==> config.mk <==
export PLATFORM = sky130hd
export DESIGN_NAME = instr_encoder_loader_flat
export DESIGN_NICKNAME = d
export VERILOG_FILES = /design/src/rtl/instr_encoder_loader_if.sv /design/src/rtl/instr_encoder_loader.sv /design/src/flat_wrapper.sv
export SDC_FILE = /design/constraint.sdc
export NUM_CORES = 1
export LEC_CHECK = 0
export ABC_CLOCK_PERIOD_IN_PS = 1900
export CAP_MARGIN = 20
export CORE_ASPECT_RATIO = 0.6
export CORE_MARGIN = 3
export CORE_UTILIZATION = 41
export DETAILED_ROUTE_END_ITERATION = 12
export GPL_TIMING_DRIVEN = 0
export PLACE_DENSITY = 0.86
export SKIP_CTS_REPAIR_TIMING = 1
export SYNTH_ARGS = -nofsm -noshare
export SYNTH_HDL_FRONTEND = slang
export SYNTH_SLANG_ARGS = --single-unit
export TNS_END_PERCENT = 30
==> constraint.sdc <==
create_clock -name clk -period 1.9 [get_ports clk]
set_input_delay 0.19 -clock clk [delete_from_list [all_inputs] [get_ports clk]]
set_output_delay 0.19 -clock clk [all_outputs]
set_load 0.01 [all_outputs]
==> src/rtl/instr_encoder_loader_if.sv <==
// ---------------------------------------------------------------------------
// instr_encoder_loader_if
// Purpose : bundles the two handshakes of the instruction encoder/loader.
//           The field side is valid/ready: the producer offers one
//           instruction's fields and the encoder accepts them. The memory
//           side is a write port with a ready handshake into instruction
//           memory.
// Signals :
//   in_valid / in_ready   field handshake
//   in_kind               0 R,1 ADDI,2 ORI,3 ANDI,4 BEQ,5 BNE,6 LUI,7 LW,
//                         8 SW,9 J; 10-15 are illegal
//   in_rs/rt/rd/shamt     register and shift fields
//   in_funct              R-type function code
//   in_imm                I-type immediate
//   in_target             J-type jump target
//   mem_we / mem_ready    memory write request and its acceptance
//   mem_addr              word address of the current write
//   mem_wdata             encoded 32-bit instruction word
// Modports: master = field producer and memory model (the bench side),
//           slave  = the encoder/loader itself.
// ---------------------------------------------------------------------------
interface instr_encoder_loader_if #(
    parameter int ADDR_WIDTH = 6
);
    logic                  in_valid;
    logic                  in_ready;
    logic [3:0]            in_kind;
    logic [4:0]            in_rs;
    logic [4:0]            in_rt;
    logic [4:0]            in_rd;
    logic [4:0]            in_shamt;
    logic [5:0]            in_funct;
    logic [15:0]           in_imm;
    logic [25:0]           in_target;
    logic                  mem_we;
    logic                  mem_ready;
    logic [ADDR_WIDTH-1:0] mem_addr;
    logic [31:0]           mem_wdata;

    modport master (
        output in_valid, in_kind, in_rs, in_rt, in_rd, in_shamt,
               in_funct, in_imm, in_target, mem_ready,
        input  in_ready, mem_we, mem_addr, mem_wdata
    );

    modport slave (
        input  in_valid, in_kind, in_rs, in_rt, in_rd, in_shamt,
               in_funct, in_imm, in_target, mem_ready,
        output in_ready, mem_we, mem_addr, mem_wdata
    );
endinterface

==> src/rtl/instr_encoder_loader.sv <==
// ---------------------------------------------------------------------------
// instr_encoder_loader
// Purpose : writer-side counterpart of the MIPS opcode decoder. Accepts
//           instruction fields, encodes them into 32-bit MIPS words and
//           writes the words sequentially into instruction memory. Used on
//           the boot path to load programs.
// Parameters:
//   ADDR_WIDTH  word-address width of mem_addr
//   DEPTH       words loadable before the session is full
//               (1 <= DEPTH <= 2**ADDR_WIDTH)
// Ports:
//   clk       rising-edge clock
//   rst_n     asynchronous active-low reset
//   i_start   begin/restart a load session (beats every other input)
//   bus       field handshake and memory write port (slave side)
//   o_count   words written this session
//   o_full    session has written DEPTH words
//   o_error   sticky flag: an illegal in_kind was offered this session
// ---------------------------------------------------------------------------
module instr_encoder_loader #(
    parameter int ADDR_WIDTH = 6,
    parameter int DEPTH      = 64
) (
    input  logic                  clk,
    input  logic                  rst_n,
    input  logic                  i_start,
    instr_encoder_loader_if.slave bus,
    output logic [ADDR_WIDTH:0]   o_count,
    output logic                  o_full,
    output logic                  o_error
);

    localparam logic [ADDR_WIDTH:0] FULL_COUNT = (ADDR_WIDTH + 1)'(DEPTH);

    typedef enum logic [1:0] {
        IDLE,
        ACCEPT,
        WRITE,
        FULL
    } state_t;

    state_t                r_state;
    logic                  r_inReady;
    logic                  r_memWe;
    logic                  r_full;
    logic                  r_error;
    logic [ADDR_WIDTH-1:0] r_addr;
    logic [31:0]           r_wdata;
    logic [ADDR_WIDTH:0]   r_count;

    logic [31:0]           w_word;
    logic                  w_legal;
    logic [ADDR_WIDTH:0]   w_countNext;

    assign w_countNext = r_count + 1'b1;

    // Field-to-word encoder. LUI has no rs operand, so that field is
    // forced to zero regardless of what the producer supplied.
    always_comb begin
        w_legal = 1'b1;
        w_word  = '0;
        case (bus.in_kind)
            4'd0: w_word = {6'h00, bus.in_rs, bus.in_rt, bus.in_rd, bus.in_shamt, bus.in_funct};
            4'd1: w_word = {6'h08, bus.in_rs, bus.in_rt, bus.in_imm};
            4'd2: w_word = {6'h0D, bus.in_rs, bus.in_rt, bus.in_imm};
            4'd3: w_word = {6'h0C, bus.in_rs, bus.in_rt, bus.in_imm};
            4'd4: w_word = {6'h04, bus.in_rs, bus.in_rt, bus.in_imm};
            4'd5: w_word = {6'h05, bus.in_rs, bus.in_rt, bus.in_imm};
            4'd6: w_word = {6'h0F, 5'd0,      bus.in_rt, bus.in_imm};
            4'd7: w_word = {6'h23, bus.in_rs, bus.in_rt, bus.in_imm};
            4'd8: w_word = {6'h2B, bus.in_rs, bus.in_rt, bus.in_imm};
            4'd9: w_word = {6'h02, bus.in_target};
            default: w_legal = 1'b0;
        endcase
    end

    // Session controller. Every output is a register so the memory sees a
    // glitch-free write port. i_start wins over everything else and drops
    // any word still waiting in WRITE. When the last word lands the
    // address goes back to zero rather than past DEPTH-1, so it never
    // points outside the loadable region.
    always_ff @(posedge clk or negedge rst_n) begin
        if (!rst_n) begin
            r_state   <= IDLE;
            r_inReady <= 1'b0;
            r_memWe   <= 1'b0;
            r_full    <= 1'b0;
            r_error   <= 1'b0;
            r_addr    <= '0;
            r_wdata   <= '0;
            r_count   <= '0;
        end else if (i_start) begin
            r_state   <= ACCEPT;
            r_inReady <= 1'b1;
            r_memWe   <= 1'b0;
            r_full    <= 1'b0;
            r_error   <= 1'b0;
            r_addr    <= '0;
            r_count   <= '0;
        end else begin
            case (r_state)
                IDLE: begin
                    r_inReady <= 1'b0;
                end
                ACCEPT: begin
                    if (bus.in_valid && r_inReady) begin
                        if (w_legal) begin
                            r_wdata   <= w_word;
                            r_memWe   <= 1'b1;
                            r_inReady <= 1'b0;
                            r_state   <= WRITE;
                        end else begin
                            r_error   <= 1'b1;
                        end
                    end
                end
                WRITE: begin
                    if (bus.mem_ready) begin
                        r_memWe <= 1'b0;
                        r_count <= w_countNext;
                        if (w_countNext == FULL_COUNT) begin
                            r_full    <= 1'b1;
                            r_inReady <= 1'b0;
                            r_addr    <= '0;
                            r_state   <= FULL;
                        end else begin
                            r_inReady <= 1'b1;
                            r_addr    <= r_addr + 1'b1;
                            r_state   <= ACCEPT;
                        end
                    end
                end
                FULL: begin
                    r_inReady <= 1'b0;
                    r_full    <= 1'b1;
                end
                default: begin
                    r_state <= IDLE;
                end
            endcase
        end
    end

    assign bus.in_ready  = r_inReady;
    assign bus.mem_we    = r_memWe;
    assign bus.mem_addr  = r_addr;
    assign bus.mem_wdata = r_wdata;
    assign o_count       = r_count;
    assign o_full        = r_full;
    assign o_error       = r_error;

endmodule
==> src/flat_wrapper.sv <==
// flat-port wrapper written by rule: the top's interface ports become plain ports
module instr_encoder_loader_flat 
#(
    parameter int ADDR_WIDTH = 6,
    parameter int DEPTH      = 64
)
  (clk, rst_n, i_start, o_count, o_full, o_error, bus_in_valid, bus_in_kind, bus_in_rs, bus_in_rt, bus_in_rd, bus_in_shamt, bus_in_funct, bus_in_imm, bus_in_target, bus_mem_ready, bus_in_ready, bus_mem_we, bus_mem_addr, bus_mem_wdata);
  instr_encoder_loader_if #(.ADDR_WIDTH(ADDR_WIDTH)) bus_i ();
  input  logic clk;
  input  logic rst_n;
  input  logic i_start;
  output logic [ADDR_WIDTH:0] o_count;
  output logic o_full;
  output logic o_error;
  input wire logic [$bits(bus_i.in_valid)-1:0] bus_in_valid;
  input wire logic [$bits(bus_i.in_kind)-1:0] bus_in_kind;
  input wire logic [$bits(bus_i.in_rs)-1:0] bus_in_rs;
  input wire logic [$bits(bus_i.in_rt)-1:0] bus_in_rt;
  input wire logic [$bits(bus_i.in_rd)-1:0] bus_in_rd;
  input wire logic [$bits(bus_i.in_shamt)-1:0] bus_in_shamt;
  input wire logic [$bits(bus_i.in_funct)-1:0] bus_in_funct;
  input wire logic [$bits(bus_i.in_imm)-1:0] bus_in_imm;
  input wire logic [$bits(bus_i.in_target)-1:0] bus_in_target;
  input wire logic [$bits(bus_i.mem_ready)-1:0] bus_mem_ready;
  output wire logic [$bits(bus_i.in_ready)-1:0] bus_in_ready;
  output wire logic [$bits(bus_i.mem_we)-1:0] bus_mem_we;
  output wire logic [$bits(bus_i.mem_addr)-1:0] bus_mem_addr;
  output wire logic [$bits(bus_i.mem_wdata)-1:0] bus_mem_wdata;
  assign bus_i.in_valid = bus_in_valid;
  assign bus_i.in_kind = bus_in_kind;
  assign bus_i.in_rs = bus_in_rs;
  assign bus_i.in_rt = bus_in_rt;
  assign bus_i.in_rd = bus_in_rd;
  assign bus_i.in_shamt = bus_in_shamt;
  assign bus_i.in_funct = bus_in_funct;
  assign bus_i.in_imm = bus_in_imm;
  assign bus_i.in_target = bus_in_target;
  assign bus_i.mem_ready = bus_mem_ready;
  assign bus_in_ready = bus_i.in_ready;
  assign bus_mem_we = bus_i.mem_we;
  assign bus_mem_addr = bus_i.mem_addr;
  assign bus_mem_wdata = bus_i.mem_wdata;
  instr_encoder_loader #(.ADDR_WIDTH(ADDR_WIDTH), .DEPTH(DEPTH)) u_core (.clk(clk), .rst_n(rst_n), .i_start(i_start), .bus(bus_i), .o_count(o_count), .o_full(o_full), .o_error(o_error));
endmodule
# Word-level counts from Yosys, hierarchy flattened
# Cells that the tools add are included.
[totals]
n_memories = 0
output_inout_bits = 49
elab_cells = 80
ff_bits = 51
rom_bits = 0
mem_bits_rw = 0
latchBits = 0
[classes]
div = 0
n_mul = 0
bitwise_logic = 1
muxes = 34
add_sub_neg = 2
n_eq_ne = 18
reduce_logical = 17
shift = 0
n_lt_le_gt_ge = 0
[op_table]
columns = ["op", "n"]
rows = [
  ["32-bit one-hot mux with 10 select lines", 1],
  ["6-bit two-way mux", 4],
  ["7-bit two-way mux", 3],
  ["1-bit two-way mux", 17],
  ["4-bit by 3-bit equality test with 1-bit output (second input constant)", 4],
  ["2-bit two-way mux", 5],
  ["10-bit OR reduction", 1],
  ["3-bit by 2-bit inequality test with 1-bit output (second input constant)", 3],
  ["3-bit AND reduction", 3],
  ["4-bit by 2-bit equality test with 1-bit output (second input constant)", 2],
  ["4-bit equality test (second input constant)", 2],
  ["4-bit AND reduction", 2],
  ["2-bit nonzero test", 4],
  ["7-bit by 1-bit adder with 7-bit output (second input constant)", 1],
  ["7-bit equality test (second input constant)", 1],
  ["6-bit by 1-bit adder with 6-bit output (second input constant)", 1],
  ["3-bit nonzero test", 2],
  ["2-bit equality test (second input constant)", 2],
  ["4-bit by 1-bit equality test with 1-bit output (second input constant)", 1],
  ["4-bit zero test", 1],
  ["1-bit one-hot mux with 2 select lines", 2],
  ["2-bit one-hot mux with 2 select lines", 1],
  ["3-bit inequality test (second input constant)", 1],
  ["1-bit one-hot mux with 3 select lines", 1],
  ["other kinds (7)", 7],
]

# Logic depth before layout (Yosys ltp)
# Gate-level depths: netlist of run 1.
[logic_depth]
ltp_word = 7
depth_mapped = 7
depth_no_buf = 5

# Least setup slack after synthesis of run 1
# No wires, ideal clock.
[synth_timing]
path_type = "reg-to-reg"
start = "reg u_core.r_count[0] (netlist: u_core.o_count[0])"
end = "reg u_core.r_addr[5] (netlist: u_core.bus.mem_addr[5])"
required_time_ns = 1.768
slack_ns = 0.296
synth_period_minus_slack_ns = 1.604
t_arrival_ns = 1.472
setup_ns = 0.132
path_stages_with_launch = 5
path_cell_list = "dfrtp_1 -> nand2_2 -> or4b_4 -> a311oi_1 -> o32ai_1"
[synth_via]
elab_chain_len = 6
[synth_lines]
columns = ["item", "line", "text"]
rows = [
  ["start: declaration", "instr_encoder_loader.sv:49", "logic [ADDR_WIDTH:0] r_count;"],
  ["start signal: assignment", "instr_encoder_loader.sv:120", "r_count <= w_countNext;"],
  ["7-bit by 1-bit adder with 7-bit output", "instr_encoder_loader.sv:55", "assign w_countNext = r_count + 1'b1;"],
  ["7-bit equality test", "instr_encoder_loader.sv:121", "if (w_countNext == FULL_COUNT) begin"],
  ["6-bit two-way mux", "instr_encoder_loader.sv:121", ""],
  ["6-bit two-way mux", "instr_encoder_loader.sv:118", "if (bus.mem_ready) begin"],
  ["6-bit two-way mux", "instr_encoder_loader.sv:101", "case (r_state)"],
  ["6-bit two-way mux", "instr_encoder_loader.sv:92", "end else if (i_start) begin"],
  ["end signal: assignment", "instr_encoder_loader.sv:128", "r_addr <= r_addr + 1'b1;"],
  ["end: declaration", "instr_encoder_loader.sv:47", "logic [ADDR_WIDTH-1:0] r_addr;"],
]
# No other way between the ends. The select of a mux whose other input is x is not followed.
# A chain may end at the register's enable or synchronous reset.

# Worst setup path after layout of run 1
[layout_timing]
start = "in bus_in_kind[0]"
end = "reg u_core.r_wdata[24] (netlist: u_core.bus.mem_wdata[24])"
[layout_via]
elab_chain_len = 4
word_cells_on_any_way = 14
[layout_lines]
columns = ["item", "line", "text"]
rows = [
  ["start: declaration", "flat_wrapper.sv:16", "input wire logic [$bits(bus_i.in_kind)-1:0] bus_in_kind;"],
  ["4-bit by 1-bit equality test with 1-bit output, or another cell as far along", "instr_encoder_loader.sv:62", "case (bus.in_kind)"],
  ["10-bit OR reduction (no source line)", "-", ""],
  ["1-bit two-way mux", "instr_encoder_loader.sv:62", ""],
  ["4-bit AND reduction (no source line)", "-", ""],
  ["end signal: assignment", "instr_encoder_loader.sv:108", "r_wdata <= w_word;"],
  ["end: declaration", "instr_encoder_loader.sv:48", "logic [31:0] r_wdata;"],
]
# Several ways; a longest one is shown, not always the timed one.

==> results.md, run 1 <==
- Outcome: finished clean
- Initial antenna violation count: 0
- Slew margin rel.: 45.60%
- Port Buffers: 122
- Vias in the first global route: 2675
- Pwr/cell area: 881.0 nW/um^2
- Fin. Hold Viols: 0
- Seq cells post-synth: 50
- Min-Delay Path Class: in -> reg
- Leakage power of the design: 1.682 nW
- Largest net degree at the start of global routing: 32
- Mapped Avg Cell Area: 9.827 um^2
- Maximum vdd drop: 0.5264 mV
- Root Driver: clkbuf_8
- Crit path kind: in -> reg
- CP max-delay cell: o21ai_0
- Layout area overhead: 54.51%
- Comb pwr share: 38.6%
- Io pins: 126
- Max-Cap Viols: 0
- Clk pwr share: 20.4%
- Post-synth EDFFs: 0
- Worst EP required: 2.12 ns
- Clock Latency Late Sink: 0.31 ns
- ANT nets after route: 0
- Crit start category: input port
- Worst Clk Skew: 0.009862 ns
- Vias per inst: 5.784
- Ant diodes: 0
- Worst Max-Slew Pin Slew: 0.8075 ns
- Fmax: 570.8 MHz
- Synth area leader: dfrtp_1
- Switching Power: 1.130 mW
- Die Wd: 110.6 um
- Final setup fails: 0
- Num rows: 22
- Final wirelength: 9006 um
- Critical path fanouts, max: 10
- Synthesized cell area: 2693 um^2
- Clock Sinks: 50
- Starting Density: 43.28%
- CTS buffer count: 5
- Ys async rst share: 100.0%
- Register area share after synthesis: 46.47%
- Die height: 68.77 um
- Top Metal Used: met4
- Share of cells above drive strength 1: 10.81%
- Gr usage total: 22.42%
- Slowest stage delay, CP: 0.67 ns
- Internal Dissipation: 2.535 mW
- Setup TNS: 0 ns
- Worst hold slack: 0.1993 ns
- Clock Tree Buf Depth: 2
- Via Count: 2840
- Mapped Nets: 353
- H-tree lvl count: 2
- CTS tree: done
- Violation count after the first detailed-route iteration: 276
- Synth warnings: 0
- Count of different cell masters after synthesis: 59
- Tcrit/Tclk final: 92.21%
- Ranking of synthesized cells by area: dfrtp_1, a21oi_1, a222oi_1, nor2_1, nand3_1
- WL/cell: 18.34 um
- Core ar.: 6221 um^2
- RSZ-0062 raised after global routing: no
- Detailed-route DRC error count: 0
- # nets final: 485
- Die ar.: 7607 um^2
- DR pass1 iterations: 7
- Share of total power in sequential cells: 41.0%
- CP cell instances: clkdlybuf4s50_1 > buf_2 > o21ai_0 > a32oi_1 > a21oi_1
- Final Util: 66.87%
- Dpl hpwl: 7088 um
- Arrival @ worst endpoint: 1.98 ns
- Synth top area share: 46.47%
- Pins Over Slew Limit: 0
- Pwr Total: 3.665 mW
- GRT Residual Overflow: 0
- Met3 WL: 573 um
- Syn Inst Count: 274
- Clock transition at path regs: 0.09 ns
- GP Congestion: 0.9161
- Most used flip-flop cell after synthesis: dfrtp_1
- First-pass GRT wire length: 13720 um
- Final worst path period need: 1.752 ns
- Flop2flop setup slack: 0.15 ns
- Sw Ratio: 30.83%
- CP Capture Type: flop
- Met1 wire length: 3926 um
- Met2 wire length: 4346 um
power by group through the flow:
stage / registers [mW] / clock network, mW / logic, mW
after floorplan: 1.64 / 0 / 0.398
after global placement: 1.50 / 0 / 1.36
after detailed placement: 1.52 / 0 / 1.41
after CTS: 1.50 / 0.762 / 1.42
after global routing: 1.53 / 0.803 / 1.51
final: 1.50 / 0.748 / 1.41
worst paths after layout:
kind                                               start                        to  cells past startpoint
worst max-delay path                      bus_in_kind[0]  u_core.bus.mem_wdata[24]                      5
worst min-delay path                      bus_in_kind[2]  u_core.bus.mem_wdata[27]                      3
worst max register to register         u_core.o_count[0]    u_core.bus.mem_addr[3]                      4
worst min register to register  u_core.bus.mem_wdata[28]  u_core.bus.mem_wdata[28]                      1
max in group asynchronous                          rst_n         u_core.o_count[4]                      3
min in group asynchronous                          rst_n   u_core.bus.mem_wdata[1]                      2
state kept, by name, indices dropped and copies added, names as in the netlist:
| register | cells |
|---|---|
| u_core.r_state | 2 |
| u_core.bus.mem_wdata | 31 |
| u_core.bus.in_ready | 1 |
| u_core.bus.mem_we | 1 |
| u_core.o_count | 7 |
| u_core.o_error | 1 |
| u_core.bus.mem_addr | 6 |
| u_core.o_full | 1 |
per-layer routing:
layer / global-route usage, % / up-vias
met5: 0 / -
met4: 5.684 / 0
met2: 37.46 / 119
li1: - / 1302
met3: 4.621 / 16
met1: 30.46 / 1403
cell usage in the layout (no fill, tap or decap), types with 2 or more instances in the layout:
| master | n |
|---|---|
| a311oi_1 | 2 |
| o31ai_1 | 2 |
| nor3_1 | 3 |
| o32ai_1 | 2 |
| dfrtp_1 | 50 |
| ha_1 | 2 |
| clkbuf_8 | 6 |
| buf_2 | 10 |
| nand3_1 | 12 |
| a222oi_1 | 16 |
| xor2_1 | 2 |
| buf_4 | 8 |
| buf_6 | 3 |
| a31oi_1 | 4 |
| and3_1 | 3 |
| o21ai_1 | 3 |
| clkinv_2 | 2 |
| clkbuf_1 | 2 |
| or3_1 | 2 |
| nand2_1 | 11 |
| o21ai_0 | 7 |
| a32oi_1 | 6 |
| a22oi_1 | 6 |
| inv_1 | 7 |
| nor2_1 | 41 |
| nor2b_1 | 2 |
| a41o_1 | 3 |
| xnor2_1 | 3 |
| clkdlybuf4s50_1 | 121 |
| a21oi_1 | 32 |
layout make-up:
cell class,count,area (um^2)
fillers,494,2061
multi-input cells,195,1262
repair buffers,125,1254
flip-flops and latches,50,1251
plain buffers,22,152.6
well taps,84,105.1
clock buffers,5,68.82
clock inverters,3,40.04
inverters,7,26.28
synthesized netlist by cell type (2+ instances only):
library cell / n
dfrtp_1: 50
nor2_1: 41
a21oi_1: 32
a222oi_1: 16
nand3_1: 12
nand2_1: 11
buf_2: 9
o21ai_0: 8
buf_4: 7
inv_1: 7
a22oi_1: 6
a32oi_1: 6
a31oi_1: 4
a41o_1: 3
and3_1: 3
buf_6: 3
nor3_1: 3
xnor2_1: 3
a311oi_1: 2
clkbuf_1: 2
ha_1: 2
nor2b_1: 2
o21ai_1: 2
o31ai_1: 2
o32ai_1: 2
or3_1: 2
xor2_1: 2
metrics by stage:
step | cells | instance area, um^2 | setup slack (ns)
floorplan | 274 | 2693 | 0.2960
global placement | 480 | 4019 | -0.8162
detailed placement | 481 | 4034 | -0.2943
CTS | 489 | 4143 | 0.01797
global route | 491 | 4160 | 0.05485
finish | 491 | 4160 | 0.1481
kinds of logic after synthesis:
group,count (synthesis),share of synthesized area [%]
adders and majority gates,2,0.9292
xor gates and xnor gates,5,1.627
AOI/OAI and AO/OA,96,27.05
and+or+nand+nor,90,16.73
DFF,50,46.47
other,1,0.1393
muxes,1,0.4182
buffers and inverters,29,6.645
worst max-delay path, delay by kind of cell:
kind,cells,cell delay (ns)
compound gates,3,1.09
buf+inv,2,0.70
Power figures use the tool's default switching activity.
==> run 2, diff against run 1 <==
- CORE_MARGIN: 3 -> 4
- CTS_CLUSTER_DIAMETER: default -> 60
==> results.md, run 2 (synthesis results as in run 1) <==
- CP cell instances: nand3_2 > or4b_4 > a211oi_1 > o22ai_1 (was clkdlybuf4s50_1 > buf_2 > o21ai_0 > a32oi_1 > a21oi_1)
- Area of the multi-input gates: 1262 um^2 (unchanged)
- Port Buffers: 122 (unchanged)
- Crit path kind: reg -> reg (was in -> reg)
- Arrival @ worst endpoint: 1.91 ns (was 1.98 ns)
- Switching Power: 1.131 mW (was 1.130 mW)
- GP Congestion: 0.8949 (was 0.9161)
- Share of cells above drive strength 1: 10.57% (was 10.81%)
- Ant diodes: 0 (unchanged)
- Starting Density: 43.09% (was 43.28%)
- Reg2reg path depth: 4 (unchanged)
- Die ar.: 7970 um^2 (was 7607 um^2)
- Crit start category: flop (was input port)
- Vias per inst: 5.762 (was 5.784)
- Critical path fanouts, max: 8 (was 10)
- Maximum vdd drop: 0.5250 mV (was 0.5264 mV)
- Layout fillers: 503 (was 494)
- Gr usage total: 22.95% (was 22.42%)
- Most common cell after layout, fill and taps aside: clkdlybuf4s50_1 (unchanged)
- CTS buffer count: 5 (unchanged)
- Worst EP required: 2.07 ns (was 2.12 ns)
- Worst Hold Depth: 3 (unchanged)
- Outcome: finished clean (unchanged)
- Slew margin rel.: 50.16% (was 45.60%)
- Share of total power in sequential cells: 40.9% (was 41.0%)
- Die height: 70.77 um (was 68.77 um)
- Fin. Hold Viols: 0 (unchanged)
- Core ar.: 6248 um^2 (was 6221 um^2)
- Tcrit/Tclk final: 91.39% (was 92.21%)
- Vias in the first global route: 2851 (was 2675)
- Num rows: 22 (unchanged)
- H-tree lvl count: 2 (unchanged)
- CP Capture Type: flop (unchanged)
- GRT Residual Overflow: 0 (unchanged)
- Buf/Inv on CP: 0 (was 2)
- Dpl hpwl: 7312 um (was 7088 um)
- Clock Tree Buf Depth: 2 (unchanged)
- Via Count: 2829 (was 2840)
- Storage cell area: 1251 um^2 (unchanged)
- Detailed-route DRC error count: 0 (unchanged)
- Slowest stage delay, CP: 0.56 ns (was 0.67 ns)
- Placed cells: 481 (unchanged)
- Crit path max-delay family: simple AND/OR/NAND/NOR gates (was compound AO/OA/AOI/OAI gates)
- Io pins: 126 (unchanged)
- Pwr/cell area: 882.1 nW/um^2 (was 881.0 nW/um^2)
- Grt met3 use: 5.128% (was 4.621%)
- Largest register FFs: 31 (unchanged)
- Met2 usage: 37.27% (was 37.46%)
- CP max-delay cell: or4b_4 (was o21ai_0)
- M1 GR Usage: 31.23% (was 30.46%)
- Final wirelength: 9287 um (was 9006 um)
- Comb pwr share: 38.7% (was 38.6%)
- Clock Sinks: 50 (unchanged)
- Layout area overhead: 54.55% (was 54.51%)
- Max-Cap Viols: 0 (unchanged)
- Most Crowded Layer GR: met2 (unchanged)
- Clock Latency Late Sink: 0.30 ns (was 0.31 ns)
- Worst reg2reg path endpoint: u_core.bus.mem_addr[3] (unchanged)
- # nets final: 485 (unchanged)
- Setup WS post-layout: 0.1636 ns (was 0.1481 ns)
- Final worst path period need: 1.736 ns (was 1.752 ns)
- Commonest cells after routing, fill and taps aside: clkdlybuf4s50_1, dfrtp_1, nor2_1 (unchanged)
- RSZ-0062 raised after global routing: no (unchanged)
- ANT nets after route: 0 (unchanged)
- Fmax: 575.9 MHz (was 570.8 MHz)
- Worst Max-Slew Pin Slew: 0.7397 ns (was 0.8075 ns)
- Hold path startpoint: bus_in_kind[2] (unchanged)
- Root Driver: clkbuf_8 (unchanged)
- Pins Over Slew Limit: 0 (unchanged)
- Clock transition at path regs: 0.10 ns (was 0.09 ns)
- First-pass GRT wire length: 14750 um (was 13720 um)
- WL/cell: 18.91 um (was 18.34 um)
- Clk pwr share: 20.4% (about the same)
- Violation count after the first detailed-route iteration: 359 (was 276)
- Sw Ratio: 30.80% (was 30.83%)
- Fin cells: 491 (unchanged)
- Worst Hold End: u_core.bus.mem_wdata[31] (was u_core.bus.mem_wdata[27])
- Min-Delay Path Class: in -> reg (unchanged)
- Worst Clk Skew: 0.01551 ns (was 0.009862 ns)
- Flop2flop setup slack: 0.16 ns (was 0.15 ns)
- Setup WS pre-CTS: -0.1689 ns (was -0.2943 ns)
- CTS tree: done (unchanged)
- Initial antenna violation count: 0 (unchanged)
- Largest net degree at the start of global routing: 41 (was 32)
- Leakage power of the design: 1.675 nW (was 1.682 nW)
- Die Wd: 112.6 um (was 110.6 um)
- Reg-to-Reg Start: u_core.o_count[3] (was u_core.o_count[0])
- Final setup fails: 0 (unchanged)
- Internal Dissipation: 2.540 mW (was 2.535 mW)
- DR pass1 iterations: 5 (was 7)
[run 2: per-stage QoR]
step | area, um^2 | hold WS, ns | total power [mW] | TNS (ns) | utilization [%]
after floorplan | 2693 | -0.1056 | 2.036 | 0 | -
after global placement | 4019 | 0.4870 | 2.867 | -41.02 | 64.32
after detailed placement | 4034 | 0.09396 | 2.932 | -1.983 | 64.56
after CTS | 4144 | -0.2283 | 3.673 | 0 | 66.32
after global routing | 4161 | 0.2202 | 3.877 | 0 | 66.60
final | 4161 | 0.2147 | 3.671 | 0 | 66.60
[run 2: tightest hold or removal path, delay by kind of cell]
kind	cells	cell delay, ns
AOI/OAI and AO/OA	1	0.09
buffers and inverters	2	0.19
[run 2: power groups by stage]
stage / logic [mW] / clock network, mW / registers (mW)
after floorplan: 0.398 / 0 / 1.64
final: 1.42 / 0.749 / 1.50
after CTS: 1.42 / 0.755 / 1.50
after detailed placement: 1.41 / 0 / 1.52
after global routing: 1.53 / 0.810 / 1.54
after global placement: 1.37 / 0 / 1.50
[run 2: layout make-up]
class / count / area share, %
tap: 84 / 2.526
inverter: 7 / 0.6314
clock inverter: 2 / 0.9020
sequential: 50 / 30.07
timing repair buffer: 125 / 30.13
buffer: 22 / 3.668
clock buffer: 6 / 1.744
multi-input combinational: 195 / 30.34
[run 2: worst max path at each step]
stage	depth (start not counted)	to	start
2_1_floorplan	4	u_core.bus.mem_addr[5]	u_core.o_count[0]
3_3_place_gp	1	u_core.bus.mem_wdata[7]	rst_n
3_5_place_dp	6	u_core.bus.mem_wdata[25]	bus_in_kind[0]
4_1_cts	6	u_core.bus.mem_wdata[24]	u_core.r_state[1]
5_1_grt	4	u_core.bus.mem_addr[3]	u_core.o_count[3]
6_report	4	u_core.bus.mem_addr[3]	u_core.o_count[3]
[run 2: routing by layer]
layer,share of wire (%),routed length (um)
met1,41,3852
met5,0,0
met3,7.0,649
met4,2.4,224
met2,49,4560
==> run 3, diff against run 2 <==
- MAX_ROUTING_LAYER: default -> met4
==> results.md, run 3 (synthesis results as in run 1) <==
- Hold path startpoint: bus_in_kind[2] (unchanged)
- Clock Tree Buf Depth: 2 (unchanged)
- Slowest stage delay, CP: 0.59 ns (was 0.56 ns)
- Arrival @ worst endpoint: 1.90 ns (was 1.91 ns)
- Max-Cap Viols: 0 (unchanged)
- Port Buffers: 122 (unchanged)
- Initial antenna violation count: 0 (unchanged)
- Starting Density: 43.09% (unchanged)
- Core ar.: 6248 um^2 (unchanged)
- Outcome: finished clean (unchanged)
- Vias per inst: 5.813 (was 5.762)
- Die height: 70.77 um (unchanged)
- Io pins: 126 (unchanged)
- Commonest cells after routing, fill and taps aside: clkdlybuf4s50_1, dfrtp_1, nor2_1 (unchanged)
- Most common cell after layout, fill and taps aside: clkdlybuf4s50_1 (unchanged)
- Layout area overhead: 54.55% (unchanged)
- Die ar.: 7970 um^2 (unchanged)
- Reg2reg path depth: 4 (unchanged)
- Largest register FFs: 31 (unchanged)
- GRT Residual Overflow: 0 (unchanged)
- Largest net degree at the start of global routing: 41 (unchanged)
- Clock transition at path regs: 0.08 ns (was 0.10 ns)
- First-pass GRT wire length: 14730 um (was 14750 um)
- Worst Max-Slew Pin Slew: 0.7352 ns (was 0.7397 ns)
- Ant diodes: 0 (unchanged)
- WL/cell: 18.94 um (was 18.91 um)
- Die Wd: 112.6 um (unchanged)
- Clock Sinks: 50 (unchanged)
- Final worst path period need: 1.741 ns (was 1.736 ns)
- Slew margin rel.: 50.47% (was 50.16%)
- Num rows: 22 (unchanged)
- Worst Hold Depth: 3 (unchanged)
- Fmax: 574.3 MHz (was 575.9 MHz)
- Worst Clk Skew: 0.01356 ns (was 0.01551 ns)
- Setup TNS: 0 ns (unchanged)
- CP max-delay cell: or4b_4 (unchanged)
- # nets final: 485 (unchanged)
- Maximum vdd drop: 0.5222 mV (was 0.5250 mV)
- Root Driver: clkbuf_8 (unchanged)
- Leakage power of the design: 1.675 nW (unchanged)
- CTS tree: done (unchanged)
- CP Capture Type: flop (unchanged)
- Gr usage total: 23.64% (was 22.95%)
- ANT nets after route: 0 (unchanged)
- GP Congestion: 0.9101 (was 0.8949)
- RSZ-0062 raised after global routing: no (unchanged)
- Via Count: 2854 (was 2829)
- Pins Over Slew Limit: 0 (unchanged)
- Dpl hpwl: 7312 um (unchanged)
- Final setup fails: 0 (unchanged)
- Min-Delay Path Class: in -> reg (unchanged)
- Tcrit/Tclk final: 91.65% (was 91.39%)
- CTS buffer count: 5 (unchanged)
- Reg-to-Reg Start: u_core.o_count[0] (was u_core.o_count[3])
- Worst Hold End: u_core.bus.mem_wdata[27] (was u_core.bus.mem_wdata[31])
- DR pass1 iterations: 9 (was 5)
- Detailed-route DRC error count: 0 (unchanged)
- Crit start category: flop (unchanged)
- Clock Latency Late Sink: 0.30 ns (about the same)
- Vias in the first global route: 2853 (was 2851)
- Worst EP required: 2.06 ns (was 2.07 ns)
- Pwr/cell area: 881.5 nW/um^2 (was 882.1 nW/um^2)
- Worst reg2reg path endpoint: u_core.bus.mem_addr[4] (was u_core.bus.mem_addr[3])
- Critical path fanouts, max: 6 (was 8)
- Crit path kind: reg -> reg (unchanged)
- H-tree lvl count: 2 (unchanged)
- Violation count after the first detailed-route iteration: 461 (was 359)
- Worst hold slack: 0.2181 ns (was 0.2147 ns)
- Fin. Hold Viols: 0 (unchanged)
- Flop2flop setup slack: 0.16 ns (about the same)
- Share of cells above drive strength 1: 10.57% (unchanged)
- Final wirelength: 9298 um (was 9287 um)
- CP cell instances: nand2_2 > or4b_4 > a31oi_4 > o32ai_1 (was nand3_2 > or4b_4 > a211oi_1 > o22ai_1)
## run 3: report_power, final
group	internal, mW	switching, mW
logic	0.809	0.609
registers	1.34	0.164
clock network	0.393	0.355
## run 3: critical path: cells and delay by family (launching register included)
kind	cells	cell delay (ns)
AO/OA/AOI/OAI	2	0.42
AND/OR/NAND/NOR	2	0.69
flip-flops	1	0.50
## run 3: through the flow
stage,utilization (%),instances,worst slack [ns],power (mW),instance area [um^2]
after global placement,64.32,480,-0.8118,2.867,4019
after global routing,66.60,491,0.06144,3.876,4161
after CTS,66.32,489,0.1083,3.673,4144
after detailed placement,64.56,481,-0.1689,2.932,4034
final,66.60,491,0.1586,3.668,4161
after floorplan,-,274,0.2960,2.036,2693
## run 3: worst max-delay path by stage
| stage | start | to | slack (ns) |
|---|---|---|---|
| floorplan | u_core.o_count[0] | u_core.bus.mem_addr[5] | 0.30 |
| global placement | rst_n | u_core.bus.mem_wdata[7] | -0.81 |
| detailed placement | bus_in_kind[0] | u_core.bus.mem_wdata[25] | -0.17 |
| CTS | u_core.r_state[1] | u_core.bus.mem_wdata[24] | 0.11 |
| global route | u_core.o_count[0] | u_core.bus.mem_addr[3] | 0.06 |
| finish | u_core.o_count[0] | u_core.bus.mem_addr[4] | 0.16 |
## run 3: layer usage
layer / part of all wire (%) / GRT usage [%]
met1: 42 / 31.33
met2: 49 / 37.47
met3: 6.2 / 4.872
met5: 0 / -
met4: 2.1 / 5.867
## run 3: area by class of cell
cell class	instances	area [um^2]
fill	503	2087
multi-input combinational	195	1262
timing repair buffer	125	1254
sequential	50	1251
buffer	22	152.6
tap	84	105.1
clock buffer	6	72.57
clock inverter	2	37.54
inverter	7	26.28
